## config.mk

```make
export PLATFORM = sky130hd
export DESIGN_NAME = uart_tx_engine
export DESIGN_NICKNAME = d
export VERILOG_FILES = /design/src/rtl/uart_tx_engine.sv
export SDC_FILE = /design/constraint.sdc
export NUM_CORES = 1
export LEC_CHECK = 0
export ABC_AREA = 1
export CAP_MARGIN = 15
export CORE_AREA = 2 2 77 79
export DETAILED_ROUTE_END_ITERATION = 8
export DIE_AREA = 0 0 79 81
export PLACE_DENSITY_LB_ADDON = 0.12
export REMOVE_ABC_BUFFERS = 1
export SKIP_CTS_REPAIR_TIMING = 1
export SYNTH_ARGS = -nofsm -noshare
export SYNTH_HDL_FRONTEND = slang
export SYNTH_SLANG_ARGS = --single-unit
```

## constraint.sdc

```tcl
create_clock -name clk -period 2.15 [get_ports clk]
set_clock_uncertainty 0.1 [all_clocks]
set_input_delay 0.43 -clock clk [delete_from_list [all_inputs] [get_ports clk]]
set_output_delay 0.43 -clock clk [all_outputs]
set_load 0.05 [all_outputs]
```

## src/rtl/uart_tx_engine.sv

```systemverilog
// UART transmitter: one start bit, DATA_BITS payload (LSB first), STOP_BITS stop bits per accepted byte.
// Define UART_TX_PARITY_EN to insert an even-parity bit after the payload.
module uart_tx_engine #(
    parameter int unsigned CLK_FREQ  = 6_914_890,
    parameter int unsigned BAUDRATE  = 38400,
    parameter int unsigned DATA_BITS = 8,
    parameter int unsigned STOP_BITS = 1
) (
    input  logic                 clk,
    input  logic                 rst,
    input  logic [DATA_BITS-1:0] data_in,
    input  logic                 ready_in,
    output logic                 done_in,
    output logic                 tx,
    output logic                 busy
);
    localparam int unsigned DIV   = (CLK_FREQ + BAUDRATE / 2) / BAUDRATE;
    localparam int unsigned CNT_W = (DIV < 2) ? 1 : $clog2(DIV);
    localparam int unsigned BIT_W = $clog2(DATA_BITS);
    localparam logic [CNT_W-1:0] BAUD_LAST = CNT_W'(DIV - 1);
    localparam logic [BIT_W-1:0] DATA_LAST = BIT_W'(DATA_BITS - 1);
    localparam logic [BIT_W-1:0] STOP_LAST = BIT_W'(STOP_BITS - 1);

    if (DIV < 2) begin : g_div_check
        $error("uart_tx_engine: DIV = CLK_FREQ/BAUDRATE must be at least 2");
    end

`ifdef UART_TX_PARITY_EN
    typedef enum logic [2:0] {S_IDLE, S_START, S_DATA, S_PARITY, S_STOP} state_t;
`else
    typedef enum logic [1:0] {S_IDLE, S_START, S_DATA, S_STOP} state_t;
`endif

    state_t                 state_q, state_d;
    logic [CNT_W-1:0]       baud_q, baud_d;
    logic [BIT_W-1:0]       bit_q, bit_d;
    logic [DATA_BITS-1:0]   shift_q, shift_d;
    logic                   armed_q, armed_d;
    logic                   tx_q, tx_d;
    logic                   busy_q, busy_d;
    logic                   baud_end;
    logic                   can_take;
`ifdef UART_TX_PARITY_EN
    logic                   parity_q, parity_d;
`endif

    assign baud_end = (baud_q == BAUD_LAST);
    assign tx       = tx_q;
    assign busy     = busy_q;

    always_comb begin
        state_d  = state_q;
        baud_d   = baud_end ? '0 : baud_q + CNT_W'(1);
        bit_d    = bit_q;
        shift_d  = shift_q;
        armed_d  = armed_q | ~ready_in;
        tx_d     = tx_q;
        busy_d   = busy_q;
        done_in  = 1'b0;
        can_take = 1'b0;
`ifdef UART_TX_PARITY_EN
        parity_d = parity_q;
`endif
        unique case (state_q)
            S_IDLE: begin
                tx_d     = 1'b1;
                busy_d   = 1'b0;
                baud_d   = '0;
                bit_d    = '0;
                can_take = 1'b1;
            end
            S_START: begin
                if (baud_end) begin
                    state_d = S_DATA;
                    bit_d   = '0;
                    tx_d    = shift_q[0];
                end
            end
            S_DATA: begin
                if (baud_end) begin
                    if (bit_q == DATA_LAST) begin
                        bit_d   = '0;
`ifdef UART_TX_PARITY_EN
                        state_d = S_PARITY;
                        tx_d    = parity_q;
`else
                        state_d = S_STOP;
                        tx_d    = 1'b1;
`endif
                    end else begin
                        bit_d   = bit_q + BIT_W'(1);
                        shift_d = shift_q >> 1;
                        tx_d    = shift_q[1];
                    end
                end
            end
`ifdef UART_TX_PARITY_EN
            S_PARITY: begin
                if (baud_end) begin
                    state_d = S_STOP;
                    bit_d   = '0;
                    tx_d    = 1'b1;
                end
            end
`endif
            S_STOP: begin
                if (baud_end) begin
                    if (bit_q == STOP_LAST) begin
                        state_d  = S_IDLE;
                        tx_d     = 1'b1;
                        busy_d   = 1'b0;
                        bit_d    = '0;
                        can_take = 1'b1;
                    end else begin
                        bit_d = bit_q + BIT_W'(1);
                    end
                end
            end
            default: state_d = S_IDLE;
        endcase

        // Capture overrides the case above; taking it on the last stop edge chains frames with no idle gap.
        if (can_take && ready_in && armed_q) begin
            state_d  = S_START;
            shift_d  = data_in;
            armed_d  = 1'b0;
            busy_d   = 1'b1;
            tx_d     = 1'b0;
            done_in  = 1'b1;
            baud_d   = '0;
            bit_d    = '0;
`ifdef UART_TX_PARITY_EN
            parity_d = ^data_in;
`endif
        end
    end

    always_ff @(posedge clk) begin
        if (rst) begin
            state_q  <= S_IDLE;
            baud_q   <= '0;
            bit_q    <= '0;
            shift_q  <= '0;
            armed_q  <= 1'b1;
            tx_q     <= 1'b1;
            busy_q   <= 1'b0;
`ifdef UART_TX_PARITY_EN
            parity_q <= 1'b0;
`endif
        end else begin
            state_q  <= state_d;
            baud_q   <= baud_d;
            bit_q    <= bit_d;
            shift_q  <= shift_d;
            armed_q  <= armed_d;
            tx_q     <= tx_d;
            busy_q   <= busy_d;
`ifdef UART_TX_PARITY_EN
            parity_q <= parity_d;
`endif
        end
    end
endmodule

```

==> flow_summary.ini <==
[timing]
hold_viol_final = 0
rsz0062_at_grt = true
max_freq_mhz = 478.9
final.period_utilization_pct = 97.13
timing.final.ws_setup_ns = 0.06170
maxSlewViolCount = 0
final-setup-viol-count = 0
layout_min_cycle_time_ns = 2.088
tightestPinTransition_ns = 0.5309
maxSlewHeadroom_pct = 64.37

[drt]
drt_iter0_drc = 30
routedWlPerCell_um = 10.72
drt-total-wl_um = 3067
first_pass_iters = 4
dr_total_vias = 1179
route.detailed.drc = 0
vias_per_cell = 4.122
antenna_left = 0

[power]
seqPwrFrac_pct = 27.5
p_int_mw = 1.294
swShare_pct = 43.56
p_leak_nw = 0.7921
p_clk_share_pct = 13.5
p_per_area_mw_per_mm2 = 1298
switchingPower_uw = 998.4
ir_worst_vdd_mv = 0.6587
p_comb_share_pct = 59.1

[layout]
diodes = 0
fin_util_pct = 31.11
nFillCells = 649
areaGrowthSynthToFinish_pct = 29.81
layout_commonest_cell = nand2_1
nets = 233
layout-drive-gt1-share_pct = 18.96
final_cell_mix = nand2_1 (46), inv_1 (22), nor2_1 (21)

[cts]
htreeDepth = 1
clkTransAtPathRegs_ns = 0.09
clock-root-buffer = clkbuf_8
clockBufferDepth = 2
cts.sinks = 24
cts_buffers = 3
insertion_delay_ns = 0.27
cts_tree = done

[hold_path]
hp-class = register to register
hp-start = shift_q[7]

[floorplan]
coreArea_mm2 = 0.005675
initial_core_util_pct = 23.96
die_w_um = 79
pin_count = 14
die-height_um = 81
die-area_mm2 = 0.006399
rows = 28

[setup_path]
cp-start-kind = register
path_max_fanout = 5
worst-r2r-setup-slack_ns = 0.33
critPathRequiredTime_ns = 1.62
rr_startpoint = state_q[1]
crit_path_start = state_q[1]
critPathKind = register to output pin
endpoint_kind = output pin
crit_arrival_ns = 1.56

[placement]
io_buffers = 13
pre_cts_slack_ns = 0.08955
gp_congestion = 0.7566
hpwl_um = 2324

[synth]
yosysTopAreaCell = dfxtp_1
synth_area_mm2 = 0.001360
synth_cell_type_count = 27
ys_ff_latch = 24
syn_inst = 187
avgSynthCellArea_um2 = 7.273
ys.warnings.count = 0
ys_seq_area_share_pct = 35.33
yosysTopAreaCellShare_pct = 35.33
synth_area_leaders = dfxtp_1 (35%), nand2_1 (13%), ha_1 (9.2%)

[status]
status = completed

[grt]
grt_pass1_wl_um = 5106
grt_max_degree = 14
grt_pass1_vias = 1100
grtUsageTotal_pct = 10.23
gr-total-overflow = 0
grt_antenna_before_repair = 0

[job]
maxCapViolCount = 0
[area by class of cell]
cell class	instances	area, um2	area share [%]
Multi-Input combinational cell	136	823.3	46.63
Sequential cell	24	489.2	27.71
Timing Repair Buffer	22	207.7	11.76
Inverter	25	96.34	5.457
Tap cell	75	93.84	5.315
Clock buffer	4	55.05	3.118
[registers in the layout, indices dropped and copies added, names as in the netlist]
register  flops
tx            1
shift_q       8
state_q       2
armed_q       1
bit_q         3
busy          1
baud_q        8
[worst max-delay path, stage by stage (launching register included)]
cell	delay (ns)
dfxtp_4	0.39
inv_4	0.05
ha_4	0.21
o21bai_4	0.17
nor2_4	0.12
nand2_4	0.09
nor2_8	0.13
buf_12	0.14
[power by group through the flow]
| stage | Clock [mW] | Combinational [mW] | Sequential, mW |
|---|---|---|---|
| CTS | 0.334 | 1.20 | 0.610 |
| finish | 0.309 | 1.35 | 0.629 |
| floorplan | 0 | 0.796 | 0.656 |
| global placement | 0 | 1.21 | 0.623 |
| global route | 0.341 | 1.50 | 0.642 |
| detailed placement | 0 | 1.19 | 0.620 |
[worst paths after layout]
| path | cells after the start | end |
|---|---|---|
| worst min-delay path | 2 | shift_q[7] |
| worst max register to register | 10 | shift_q[3] |
| worst min register to register | 2 | shift_q[7] |
| worst max-delay path | 7 | done_in |
[cells by family after synthesis]
group | after synthesis | synth area share, %
simple gates | 104 | 37.54
buf+inv | 27 | 8.095
flops | 24 | 35.33
compound gates | 18 | 7.268
fa+ha+maj | 10 | 9.200
xor+xnor | 4 | 2.576
[Yosys cell counts, drive strengths merged]
cell type  instances
o2111ai            1
dfxtp             24
nor2              27
o211ai             1
a21oi              8
nand4              4
nor3b              1
o21bai             1
xnor2              1
nand3             20
inv               25
o21ai              7
buf                2
nand2             51
or2                1
xor2               3
ha                10
[through the flow]
stage	hold WS [ns]	std cells	TNS, ns	cell area [um2]	total power [mW]
after floorplan	0.3292	185	0	1344	1.453
after global placement	0.3607	279	0	1623	1.829
after detailed placement	0.3495	279	0	1623	1.808
after CTS	0.3678	283	-0.2242	1678	2.140
after global routing	0.3896	286	-0.01560	1765	2.487
final	0.3675	286	0	1765	2.292
[per-layer routing]
layer | GRT usage [%] | vias to the layer above | wire [um]
met5 | 0 | - | 0
met4 | 2.586 | 0 | 31
met3 | 2.667 | 2 | 94
met2 | 15.85 | 19 | 1357
met1 | 14.19 | 518 | 1583
li1 | - | 640 | -
(Power assumes the default switching activity.)
